## config.mk

```make
export PLATFORM = sky130hd
export DESIGN_NAME = sine_nco_flat
export DESIGN_NICKNAME = d
export VERILOG_FILES = /design/src/rtl/sine_nco_if.sv /design/src/rtl/sine_nco.sv /design/src/flat_wrapper.sv
export SDC_FILE = /design/constraint.sdc
export NUM_CORES = 1
export LEC_CHECK = 0
export CORE_ASPECT_RATIO = 0.7
export CORE_MARGIN = 2
export CORE_UTILIZATION = 30
export CTS_CLUSTER_SIZE = 20
export DETAILED_ROUTE_END_ITERATION = 8
export PLACE_DENSITY = 0.58
export REMOVE_ABC_BUFFERS = 1
export SKIP_CTS_REPAIR_TIMING = 1
export SLEW_MARGIN = 10
export SYNTH_ARGS = -nofsm -noshare
export SYNTH_HDL_FRONTEND = slang
export SYNTH_SLANG_ARGS = --single-unit
```

## constraint.sdc

```tcl
create_clock -name clk -period 3.05 [get_ports clk]
set_input_delay 0.4575 -clock clk [delete_from_list [all_inputs] [get_ports clk]]
set_output_delay 0.4575 -clock clk [all_outputs]
set_load 0.05 [all_outputs]
```

## src/rtl/sine_nco_if.sv

```systemverilog
// Sample stream between the sine NCO (master) and the audio/PWM sample sink (slave).
interface sine_nco_if #(
    parameter int DATA_W = 21
);
    logic                     sample_valid;
    logic                     sample_ready;
    logic signed [DATA_W-1:0] sample_data;

    modport master (output sample_valid, output sample_data, input sample_ready);
    modport slave  (input sample_valid, input sample_data, output sample_ready);
endinterface

```

## src/rtl/sine_nco.sv

```systemverilog
// Sine NCO: phase accumulator sequencing a dual-port 256x21 sine LUT, one sample per 3 cycles.
// Define SINE_NCO_INTERP_EN to interpolate linearly between idx and idx+1 using LUT port B.
module sine_nco #(
    parameter int PHASE_W = 32,
    parameter int FRAC_W  = 8
) (
    input  logic                clk,
    input  logic                rst,
    input  logic                run,
    input  logic                inc_wr,
    input  logic [PHASE_W-1:0]  inc_din,
    input  logic                phase_clr,
    sine_nco_if.master          smp,
    output logic                lut_ena,
    output logic [7:0]          lut_addra,
    input  logic signed [20:0]  lut_douta,
    output logic                lut_enb,
    output logic [7:0]          lut_addrb,
    input  logic signed [20:0]  lut_doutb
);
    localparam int DATA_W = 21;
    localparam int PROD_W = FRAC_W + 23;

    typedef enum logic [1:0] {IDLE, READ, CAPT, OUT} state_t;

    state_t               state, state_nxt;
    logic [PHASE_W-1:0]   phase, inc;
    logic                 rd, capt, adv, handshake;
    logic signed [DATA_W-1:0] sample_calc;

    // Floor-rounded linear interpolation a + (b-a)*frac/2^FRAC_W; result lies between a and b.
    function automatic logic signed [DATA_W-1:0] interp(
        input logic signed [DATA_W-1:0] a,
        input logic signed [DATA_W-1:0] b,
        input logic        [FRAC_W-1:0] frac
    );
        logic signed [DATA_W:0]   d;
        logic signed [PROD_W-1:0] de, fe, ae, p, sum;
        d   = {b[DATA_W-1], b} - {a[DATA_W-1], a};
        de  = {{(FRAC_W+1){d[DATA_W]}}, d};
        fe  = {23'b0, frac};
        ae  = {{(FRAC_W+2){a[DATA_W-1]}}, a};
        p   = de * fe;
        sum = (p >>> FRAC_W) + ae;
        return sum[DATA_W-1:0];
    endfunction

    assign handshake = smp.sample_valid & smp.sample_ready;
    assign lut_addra = phase[PHASE_W-1 -: 8];

    always_ff @(posedge clk or posedge rst) begin
        if (rst) state <= IDLE;
        else     state <= state_nxt;
    end

    always_comb begin
        state_nxt = state;
        case (state)
            IDLE:    if (run) state_nxt = READ;
            READ:    state_nxt = CAPT;
            CAPT:    state_nxt = OUT;
            OUT:     if (handshake) state_nxt = run ? READ : IDLE;
            default: state_nxt = IDLE;
        endcase
    end

    always_comb begin
        rd   = (state == READ);
        capt = (state == CAPT);
        adv  = (state == OUT) && handshake;
    end

`ifdef SINE_NCO_INTERP_EN
    logic [FRAC_W-1:0] frac_p1;

    assign lut_enb   = rd;
    assign lut_addrb = lut_addra + 8'd1;

    // Fraction is latched with the LUT read so a phase_clr cannot disturb the in-flight sample.
    always_ff @(posedge clk) begin
        if (rd) frac_p1 <= phase[PHASE_W-9 -: FRAC_W];
    end

    assign sample_calc = interp(lut_douta, lut_doutb, frac_p1);
`else
    logic unused_doutb;

    assign lut_enb      = 1'b0;
    assign lut_addrb    = 8'd0;
    assign unused_doutb = ^lut_doutb;
    assign sample_calc  = lut_douta;
`endif

    assign lut_ena = rd;

    always_ff @(posedge clk or posedge rst) begin
        if (rst) begin
            phase <= '0;
            inc   <= '0;
        end else begin
            if (phase_clr) phase <= '0;
            else if (adv)  phase <= phase + inc;
            if (inc_wr)    inc   <= inc_din;
        end
    end

    // CAPT -> OUT boundary: sample registered and held until the sink takes it.
    always_ff @(posedge clk or posedge rst) begin
        if (rst) begin
            smp.sample_valid <= 1'b0;
            smp.sample_data  <= '0;
        end else if (capt) begin
            smp.sample_valid <= 1'b1;
            smp.sample_data  <= sample_calc;
        end else if (adv) begin
            smp.sample_valid <= 1'b0;
        end
    end
endmodule

```

## src/flat_wrapper.sv

```systemverilog
// flat-port wrapper written by rule: the top's interface ports become plain ports
module sine_nco_flat 
#(
    parameter int PHASE_W = 32,
    parameter int FRAC_W  = 8
)
  (clk, rst, run, inc_wr, inc_din, phase_clr, lut_ena, lut_addra, lut_douta, lut_enb, lut_addrb, lut_doutb, smp_sample_valid, smp_sample_data, smp_sample_ready);
  sine_nco_if #(.DATA_W(21)) smp_i ();
  input  logic clk;
  input  logic rst;
  input  logic run;
  input  logic inc_wr;
  input  logic [PHASE_W-1:0] inc_din;
  input  logic phase_clr;
  output logic lut_ena;
  output logic [7:0] lut_addra;
  input  logic signed [20:0] lut_douta;
  output logic lut_enb;
  output logic [7:0] lut_addrb;
  input  logic signed [20:0] lut_doutb;
  output wire logic [$bits(smp_i.sample_valid)-1:0] smp_sample_valid;
  output wire logic [$bits(smp_i.sample_data)-1:0] smp_sample_data;
  input wire logic [$bits(smp_i.sample_ready)-1:0] smp_sample_ready;
  assign smp_sample_valid = smp_i.sample_valid;
  assign smp_sample_data = smp_i.sample_data;
  assign smp_i.sample_ready = smp_sample_ready;
  sine_nco #(.PHASE_W(PHASE_W), .FRAC_W(FRAC_W)) u_core (.clk(clk), .rst(rst), .run(run), .inc_wr(inc_wr), .inc_din(inc_din), .phase_clr(phase_clr), .smp(smp_i), .lut_ena(lut_ena), .lut_addra(lut_addra), .lut_douta(lut_douta), .lut_enb(lut_enb), .lut_addrb(lut_addrb), .lut_doutb(lut_doutb));
endmodule
```

Word-level counts from Yosys, hierarchy flattened
Cells that the tools add are included.
Cells by class
  add/sub/neg operators: 1
  bitwise operators: 1
  equality and inequality tests: 5
  reduce and logical (&&, ||, !) cells: 5
  mux-type cells: 8
Operators with widths (number)
  32-bit 2-to-1 mux: 2
  32-bit adder: 1
  2-bit case mux with 4 select lines: 1
  2-bit equality test, second input constant: 2
  2-bit 2-to-1 mux: 2
  2-bit nonzero test: 2
  1-bit 2-to-1 mux: 3
  2-bit by 1-bit equality test with 1-bit output, second input constant: 1
  2-bit zero test: 1
  2-bit by 1-bit != test with 1-bit output, second input constant: 1
  2-bit != test, second input constant: 1
  2-bit AND reduction: 1
  1-bit AND: 1
  1-bit logical AND: 1
Storage, ports and cells
  flip-flop bits (word level): 88
  input port bits: 80

Longest topological paths before layout
Gate-level depths: netlist of run 1.
  word-level depth: 4
  depth in mapped cells: 12
  depth with buffers taken out: 12

Least setup slack after synthesis of run 1
Ideal clock, no wire load.
  kind: register to register
  from: register u_core.inc[0]
  to: register u_core.phase[30]
  stages on the path, launching flop included: 13
  buffers on the path: 0
  period minus slack after synthesis: 2.719 ns
  data required time: 2.973 ns
  slack: 0.331 ns
  data arrival time: 2.641 ns
  cells stage by stage: dfrtp_1 > ha_1 > inv_1 > fa_1 > nand2b_1 > a21oi_1 > a2111oi_2 > o311ai_2 > a31oi_2 > a221oi_1 > o22ai_1 > xor2_1 > a21oi_1
On the way
  longest elaborated chain between the ends: 3
RTL lines
  start: declaration: RTL line sine_nco.sv:27  | logic [PHASE_W-1:0] phase, inc;
  start signal: assignment: RTL line sine_nco.sv:103  | if (inc_wr) inc <= inc_din;
  32-bit adder: RTL line sine_nco.sv:102  | else if (adv) phase <= phase + inc;
  32-bit 2-to-1 mux: RTL line sine_nco.sv:102
  32-bit 2-to-1 mux: RTL line sine_nco.sv:101  | if (phase_clr) phase <= '0;
  end signal: assignment: RTL line sine_nco.sv:102
  end: declaration: RTL line sine_nco.sv:27
Every way passes these cells. The select of a mux whose other input is x is not followed.
A chain may end at the register's enable or synchronous reset.

Worst setup path in the final report of run 1
  from: register u_core.inc[9]
  to: register u_core.phase[31]
Same word-level chain as after synthesis.

==> flow_metrics.tcl, run 1 <==
set metrics [dict create \
    h-tree-depth 3 \
    required_ns 3.27 \
    finalMaxSlewViolations 0 \
    run_status "completed" \
    max_slew_margin 0.340 \
    power_leakage_uw 0.00293 \
    routed_wirelength_um 12300 \
    hold_ws_ns 0.463 \
    cpLargestDelayFamily "compound AO/OA/AOI/OAI gates" \
    post-route-period-util 0.954 \
    cp_max_fo 6 \
    setup_violations 0 \
    via_per_inst 4.93 \
    die_area_um2 18600 \
    n_antenna_cell 0 \
    drtAntennaViolNets 0 \
    dr.pass1.iters 4 \
    wl_per_cell_um 14.8 \
    synthTopCellsByCount "dfrtp_1 (88), nand2_1 (54), a21oi_1 (53)" \
    antenna_found_initial 0 \
    worst_path_max_delay_cell "a2111oi_4" \
    p_switching_uw 2040 \
    hold_viol_final 0 \
    seq_power_share 0.312 \
    tritoncts "yes" \
    clock_power_share 0.229 \
    ys.flop_type "dfrtp_1" \
    initial_core_util 0.306 \
    maxCapViolations 0 \
    drive_above_1_share 0.163 \
    clock_latency_ns 0.34 \
    arrival_ns 3.13 \
    grt_pass1_vias 4246 \
    path_cells "ha_1 > and3_1 > o211ai_1 > o21bai_4 > a2111oi_4 > o2111ai_2 > a21oi_2 > nor3_1 > nor3b_2 > mux2_4" \
    syn_avg_cell_area_um2 10.2 \
    dp_hpwl_um 9220 \
    synth-edff-count 0 \
    power_density_nw_per_um2 769 \
    fmax_mhz 344 \
    rrSetupSlack_ns 0.14 \
    yosysUniqueCellTypes 59 \
    async_flop_share 1.00 \
    yosysWarnings 0 \
    fp.dieH_um 115 \
    critical_path_class "reg -> reg" \
    synth_top_area_cell "dfrtp_1" \
    synth_area_um2 5250 \
    comb_power_share 0.459 \
    fin_util 0.391 \
    cts_num_sinks 88 \
    finalClockSkew_ns 0.00740 \
    cts.root.buffer_cell "clkbuf_16" \
    synth_seq_cells 88 \
    drt_iter0_drc 188 \
    crit_path_end_kind "flop" \
    crit_path_max_incr_delay_ns 0.40 \
    drcViolationCount 0 \
    post-route-min-period_ns 2.91 \
    cts_buffers 9 \
    hold_path.class "in -> async" \
    cts_buffer_depth 2 \
    grt_pass1_wl_um 21100 \
    nFillCells 1694 \
    fin_cells 837 \
    postSynthCellCount 517 \
    yosysTopAreaCellShare 0.419 \
    ioPinCount 120 \
    vdd_ir_drop_max_mv 0.768 \
    synth.area.top_cells "dfrtp_1 (42%), mux2_2 (11%), ha_1 (8.6%), a21oi_1 (5.1%), nand2_1 (3.9%)" \
    dp.cells 820 \
    intPower_uw 3120 \
    chipWidth_um 162 \
    synth.yosys.seq_area_share 0.419 \
    grt_start_max_net_pins 37 \
    worstMarginPinSlew_ns 0.990 \
    dr_total_vias 4129 \
    startpoint_type "flop" \
    nNetsFinal 718 \
    design.core.area_um2 17200 \
    worst-path-buf-inv 0 \
    area_growth_pct 27.8 \
    switching_share 0.396 \
    clk_pin_slew_ns 0.06 \
    gr-total-overflow 0 \
    yosysMostFrequentCell "dfrtp_1" \
    grt_usage 0.140 \
    io_buffers 89 \
    row_count 40 \
    gp_congestion 0.847 \
]
==> routing by layer <==
metal	vias up	share of wire	global-route usage
li1	2003	-	-
met1	1999	0.50	0.193
met2	117	0.42	0.207
met5	-	0	0
met4	0	0.010	0.0372
met3	10	0.071	0.0540
==> through the flow <==
| stage | cell area, µm² | power, µW | setup TNS, ns | setup slack (ns) |
|---|---|---|---|---|
| global route | 6710 | 5490 | -0.0100 | -0.0100 |
| CTS | 6690 | 5220 | -0.0000739 | -0.0000739 |
| global placement | 6370 | 3940 | 0 | 0.0357 |
| detailed placement | 6370 | 3990 | 0 | 0.0411 |
| floorplan | 5060 | 3230 | 0 | 0.314 |
| finish | 6710 | 5160 | 0 | 0.140 |
==> worst paths after layout <==
check | to | startpoint | depth (start not counted)
worst max-delay path | u_core.phase[31]$_DFFE_PP0P_ | u_core.inc[9]$_DFFE_PP0P_ | 10
worst min-delay path | u_core.smp.sample_data[8]$_DFFE_PP0P_ | rst | 2
worst max register to register | u_core.phase[31]$_DFFE_PP0P_ | u_core.inc[9]$_DFFE_PP0P_ | 10
worst min register to register | u_core.smp.sample_data[2]$_DFFE_PP0P_ | u_core.smp.sample_data[2]$_DFFE_PP0P_ | 1
max in group asynchronous | u_core.inc[13]$_DFFE_PP0P_ | rst | 3
min in group clk | u_core.smp.sample_data[2]$_DFFE_PP0P_ | u_core.smp.sample_data[2]$_DFFE_PP0P_ | 1
==> power by group through the flow <==
stage	sequential, µW	clock [µW]	combinational (µW)
finish	1610	1180	2370
CTS	1620	1220	2380
detailed placement	1630	0	2360
floorplan	2180	0	1050
global route	1650	1270	2560
global placement	1610	0	2330
==> cells by family after synthesis <==
family	share of synthesized area
other	0.000714
XOR/XNOR	0.0317
flip-flops	0.419
adder cells (fa/ha/maj)	0.0896
buffers and inverters	0.0512
multiplexers	0.116
AO/OA/AOI/OAI	0.171
AND/OR/NAND/NOR	0.120
==> layout by cell type (no fill, tap or decap), types with 7 or more instances in the layout <==
master | netlist | routed
a21o_1 | 18 | 18
a21oi_1 | 53 | 52
buf_4 | 17 | 15
clkbuf_16 | 0 | 9
clkdlybuf4s50_1 | 0 | 89
conb_1 | 1 | 9
dfrtp_1 | 88 | 88
ha_1 | 36 | 36
inv_1 | 14 | 13
mux2_2 | 52 | 52
nand2_1 | 54 | 54
nand2b_1 | 7 | 7
nand3_1 | 14 | 14
nand4_1 | 7 | 7
nor2_1 | 18 | 18
nor2b_1 | 7 | 7
o21ai_0 | 17 | 17
xnor2_1 | 10 | 10
xor2_1 | 9 | 9
==> flip-flops by register name, indices dropped and copies added (netlist names) <==
register / cells
u_core.inc: 32
u_core.phase: 32
u_core.smp.sample_data: 21
u_core.smp.sample_valid: 1
u_core.state: 2
==> worst reg2reg max path: stages, from the launching register on <==
cell and delay (ns):
dfrtp_1 0.38, ha_1 0.39, and3_1 0.24, o211ai_1 0.11
o21bai_4 0.20, a2111oi_4 0.40, o2111ai_2 0.21, a21oi_2 0.26
nor3_1 0.09, nor3b_2 0.21, mux2_4 0.32
==> area by class of cell <==
cell class / count / area [µm²] / area share
multi-input cells: 383 / 2830 / 0.421
flip-flops and latches: 88 / 2200 / 0.328
repair buffers: 105 / 1020 / 0.153
well taps: 231 / 289 / 0.0431
clock buffers: 13 / 250 / 0.0373
clock inverters: 3 / 65.1 / 0.00970
inverters: 14 / 53.8 / 0.00802
No activity file was read; power rests on OpenSTA's default activity.
==> inputs of run 2 (changes only) <==
==> constraint.sdc (replaced) <==
create_clock -name clk -period 3.61 [get_ports clk]
set_input_delay 0.5415 -clock clk [delete_from_list [all_inputs] [get_ports clk]]
set_output_delay 0.5415 -clock clk [all_outputs]
set_load 0.05 [all_outputs]
==> flow_metrics.tcl, run 2 (synthesis results as in run 1) <==
set metrics [dict create \
    vdd_ir_drop_max_mv 0.583 \
    place_ws_ns 0.441 \
    crit_path_end_kind "flop" \
    clock_power_share 0.221 \
    worstMarginPinSlew_ns 0.973 \
    hold_viol_final 0 \
    finalMaxSlewViolations 0 \
    cp_max_fo 5 \
    most-common-layout-cells "clkdlybuf4s50_1 (89), dfrtp_1 (88), nand2_1 (54)" \
    cpLargestDelayFamily "compound AO/OA/AOI/OAI gates" \
    fin_util 0.385 \
    post-route-min-period_ns 3.23 \
    drt_iter0_drc 242 \
    cts.root.buffer_cell "clkbuf_16" \
    top_regs "u_core.inc: 32 flops, u_core.phase: 32 flops, u_core.smp.sample_data: 21 flops" \
    area_growth_pct 25.9 \
    intPower_uw 2550 \
    total_power_uw 4280 \
    grt_pass1_wl_um 20200 \
    gr-total-overflow 0 \
    drtAntennaViolNets 0 \
    antenna_found_initial 0 \
    switching_share 0.406 \
    post-route-period-util 0.894 \
    cts_buffers 9 \
    io_buffers 89 \
    power_density_nw_per_um2 648 \
    arrival_ns 3.42 \
    finalInstanceArea_um2 6610 \
    dpl_cell_area_um2 6310 \
    dr.pass1.iters 4 \
    rrSetupSlack_ns 0.38 \
    fmax_mhz 310 \
    dp_hpwl_um 8840 \
    p_switching_uw 1740 \
    worst-path-buf-inv 1 \
    required_ns 3.80 \
    design.core.area_um2 17200 \
    grt_pass1_vias 4041 \
    maxCapViolations 0 \
    rsz0062_at_grt "no" \
    ioPinCount 120 \
    chipWidth_um 162 \
    via_per_inst 4.82 \
    nFillCells 1675 \
    nNetsFinal 709 \
    hold_path.class "reg -> reg" \
    setup_violations 0 \
    clk_pin_slew_ns 0.06 \
    grt_usage 0.136 \
    power_leakage_uw 0.00287 \
    gp_congestion 0.857 \
    finalClockSkew_ns 0.00321 \
    seq_power_share 0.317 \
    path_cells "ha_1 > inv_1 > fa_1 > nand2b_1 > a21oi_1 > a2111oi_2 > o311ai_2 > a31oi_2 > a221oi_1 > o22ai_1 > xor2_1 > a21oi_1" \
    row_count 40 \
    h-tree-depth 3 \
    critical_path_class "reg -> reg" \
    drcViolationCount 0 \
    initial_core_util 0.306 \
    fin_ws_ns 0.382 \
    max_slew_margin 0.352 \
    grt_start_max_net_pins 89 \
    clock_latency_ns 0.34 \
    die_area_um2 18600 \
    dr_total_vias 3990 \
    final_common_cell "clkdlybuf4s50_1" \
    fin_tns_setup_ns 0 \
    drive_above_1_share 0.149 \
    path_common_cell "a21oi_1" \
    startpoint_type "flop" \
    tritoncts "yes" \
    routed_wirelength_um 12000 \
    n_antenna_cell 0 \
    worst_path_max_delay_cell "a221oi_1" \
    cts_num_sinks 88 \
    fp.dieH_um 115 \
    cts_buffer_depth 2 \
    wl_per_cell_um 14.5 \
    crit_path_max_incr_delay_ns 0.45 \
    run_status "completed" \
    comb_power_share 0.462 \
]
-- run 2: cell type report --
class,count,area (µm²),share of cell area
Clock buffer,11,243,0.0367
Inverter,14,53.8,0.00814
Sequential cell,88,2200,0.333
Timing Repair Buffer,96,956,0.145
Tap cell,231,289,0.0437
Clock inverter,5,56.3,0.00852
Multi-Input combinational cell,383,2810,0.425
-- run 2: path summary, 6_finish.rpt --
kind                                                        start                                      to  cells past startpoint
max                                   u_core.phase[0]$_DFFE_PP0P_            u_core.phase[30]$_DFFE_PP0P_                     12
min                        u_core.smp.sample_data[11]$_DFFE_PP0P_  u_core.smp.sample_data[11]$_DFFE_PP0P_                      1
max reg2reg                           u_core.phase[0]$_DFFE_PP0P_            u_core.phase[30]$_DFFE_PP0P_                     12
min reg2reg                u_core.smp.sample_data[11]$_DFFE_PP0P_  u_core.smp.sample_data[11]$_DFFE_PP0P_                      1
max in group asynchronous                                     rst               u_core.inc[9]$_DFFE_PP0P_                      3
min in group asynchronous                                     rst   u_core.smp.sample_data[5]$_DFFE_PP0P_                      3
-- run 2: per-layer routing --
metal,GRT usage,up-vias,wire [µm]
li1,-,1977,-
met1,0.186,1898,5890
met2,0.201,105,5020
met3,0.0529,10,983
met4,0.0378,0,111
met5,0,-,0
-- run 2: power by group through the flow --
| stage | Clock, µW | Combinational [µW] | Sequential [µW] |
|---|---|---|---|
| 2_1_floorplan | 0 | 889 | 1840 |
| 3_3_place_gp | 0 | 1950 | 1360 |
| 3_5_place_dp | 0 | 1980 | 1370 |
| 4_1_cts | 981 | 1990 | 1360 |
| 5_1_grt | 1030 | 2140 | 1390 |
| 6_report | 948 | 1980 | 1360 |
-- run 2: per-stage QoR --
| stage | hold WS (ns) | instances |
|---|---|---|
| after floorplan | 0.485 | 485 |
| final | 0.512 | 828 |
| after detailed placement | 0.496 | 812 |
| after global placement | 0.490 | 812 |
| after CTS | 0.519 | 828 |
| after global routing | 0.525 | 828 |
-- run 2: worst register-to-register path, delay by kind of cell, from the launching register on --
kind            cells  cell delay [ns]
compound gates      7             1.71
xor+xnor            1             0.17
fa+ha+maj           2             0.57
buf+inv             1             0.07
flops               1             0.35
simple gates        1             0.20
==> inputs of run 3 (changes only) <==
--- a/config.mk
+++ b/config.mk
@@ -10,7 +10,7 @@
 export CORE_UTILIZATION = 30
 export CTS_CLUSTER_SIZE = 20
 export DETAILED_ROUTE_END_ITERATION = 8
-export PLACE_DENSITY = 0.58
+export GPL_TIMING_DRIVEN = 0
 export REMOVE_ABC_BUFFERS = 1
 export SKIP_CTS_REPAIR_TIMING = 1
 export SLEW_MARGIN = 10
==> flow_metrics.tcl, run 3 (synthesis results as in run 1) <==
set metrics [dict create \
    dp_hpwl_um 8510 \
    row_count 40 \
    design.core.area_um2 17200 \
    cp_max_fo 5 \
    initial_core_util 0.306 \
    fp.dieH_um 115 \
    place_ws_ns 0.303 \
    area_growth_pct 25.0 \
    rsz0062_at_grt "no" \
    antenna_found_initial 0 \
    final_common_cell "dfrtp_1" \
    top_regs "u_core.inc: 32 flops, u_core.phase: 32 flops, u_core.smp.sample_data: 21 flops" \
    cts.root.buffer_cell "clkbuf_16" \
    chipWidth_um 162 \
    cts_num_sinks 88 \
    path_cells "ha_1 > inv_1 > fa_1 > nand2b_1 > a21oi_1 > a2111oi_2 > o311ai_2 > a31oi_2 > a221oi_1 > o22ai_1 > xor2_1 > a21oi_1" \
    via_per_inst 4.86 \
    routed_wirelength_um 11900 \
    fmax_mhz 300 \
    dr.pass1.iters 4 \
    gr-total-overflow 0 \
    grt_pass1_wl_um 20000 \
    arrival_ns 3.54 \
    maxCapViolations 0 \
    drcViolationCount 0 \
    grt_start_max_net_pins 64 \
    ioPinCount 120 \
    required_ns 3.81 \
    nFillCells 1676 \
    fin_ws_ns 0.278 \
    cts_buffer_depth 2 \
    gp_congestion 0.846 \
    power_leakage_uw 0.00284 \
    crit_path_end_kind "flop" \
    vdd_ir_drop_max_mv 0.548 \
    wl_per_cell_um 14.5 \
    nNetsFinal 704 \
    clock_latency_ns 0.35 \
    most-common-layout-cells "dfrtp_1 (88), clkdlybuf4s50_1 (87), nand2_1 (54)" \
    worstMarginPinSlew_ns 0.955 \
    path_common_cell "a21oi_1" \
    rrSetupSlack_ns 0.28 \
    setup_violations 0 \
    clk_pin_slew_ns 0.07 \
    post-route-min-period_ns 3.33 \
    n_antenna_cell 0 \
    hold_viol_final 0 \
    die_area_um2 18600 \
    drt_iter0_drc 177 \
    h-tree-depth 3 \
    grt_pass1_vias 4096 \
    post-route-period-util 0.923 \
    grt_usage 0.135 \
    startpoint_type "flop" \
    tritoncts "yes" \
    critical_path_class "reg -> reg" \
    run_status "completed" \
    drive_above_1_share 0.149 \
    dr_total_vias 4002 \
    worst_path_max_delay_cell "a221oi_1" \
    power_density_nw_per_um2 641 \
    finalClockSkew_ns 0.00928 \
    crit_path_max_incr_delay_ns 0.45 \
    max_slew_margin 0.363 \
    drtAntennaViolNets 0 \
    finalMaxSlewViolations 0 \
    hold_path.class "reg -> reg" \
    total_power_uw 4210 \
    io_buffers 89 \
    cts_buffers 9 \
]
run 3: final cells by class:
class,instances,area [µm²],share of cell area
well taps,231,289,0.0440
clock inverters,6,46.3,0.00705
inverters,14,55.1,0.00839
multi-input cells,383,2820,0.429
flip-flops and latches,88,2200,0.335
repair buffers,91,928,0.141
clock buffers,10,229,0.0349
run 3: per-layer routing:
metal / vias up / wire length, µm / global-route usage
met5: - / 0 / 0
met4: 0 / 129 / 0.0395
met3: 12 / 883 / 0.0540
met2: 101 / 5100 / 0.209
met1: 1919 / 5810 / 0.176
li1: 1970 / - / -
run 3: per-stage QoR:
stage	instance area [µm²]	util	TNS, ns	instances	hold slack [ns]
after floorplan	5060	-	0	485	0.485
after global placement	6240	0.364	-61.43	805	0.491
after detailed placement	6290	0.366	0	807	0.494
after CTS	6560	0.382	0	823	0.518
after global routing	6570	0.382	0	823	0.534
final	6570	0.382	0	823	0.510
run 3: report_power, final:
| group | total, µW | leakage, µW | internal (µW) | switching [µW] |
|---|---|---|---|---|
| clock | 872 | 0.000129 | 469 | 403 |
| combinational | 1980 | 0.00162 | 777 | 1200 |
| sequential | 1360 | 0.00110 | 1220 | 142 |
| total | 4210 | 0.00284 | 2460 | 1750 |
run 3: path summary, 6_finish.rpt:
check	start	end	cells past startpoint
max	u_core.inc[0]$_DFFE_PP0P_	u_core.phase[30]$_DFFE_PP0P_	12
min	u_core.smp.sample_data[11]$_DFFE_PP0P_	u_core.smp.sample_data[11]$_DFFE_PP0P_	1
max reg2reg	u_core.inc[0]$_DFFE_PP0P_	u_core.phase[30]$_DFFE_PP0P_	12
min reg2reg	u_core.smp.sample_data[11]$_DFFE_PP0P_	u_core.smp.sample_data[11]$_DFFE_PP0P_	1
max in group asynchronous	rst	u_core.inc[11]$_DFFE_PP0P_	3
min in group asynchronous	rst	u_core.smp.sample_data[16]$_DFFE_PP0P_	2
run 3: critical path, delay by kind of cell, from the launching register on:
| family | cells | cell delay, ns |
|---|---|---|
| AO/OA/AOI/OAI | 7 | 1.81 |
| adder cells (fa/ha/maj) | 2 | 0.58 |
| flip-flops | 1 | 0.35 |
| AND/OR/NAND/NOR | 1 | 0.21 |
| XOR/XNOR | 1 | 0.17 |
| buffers and inverters | 1 | 0.06 |
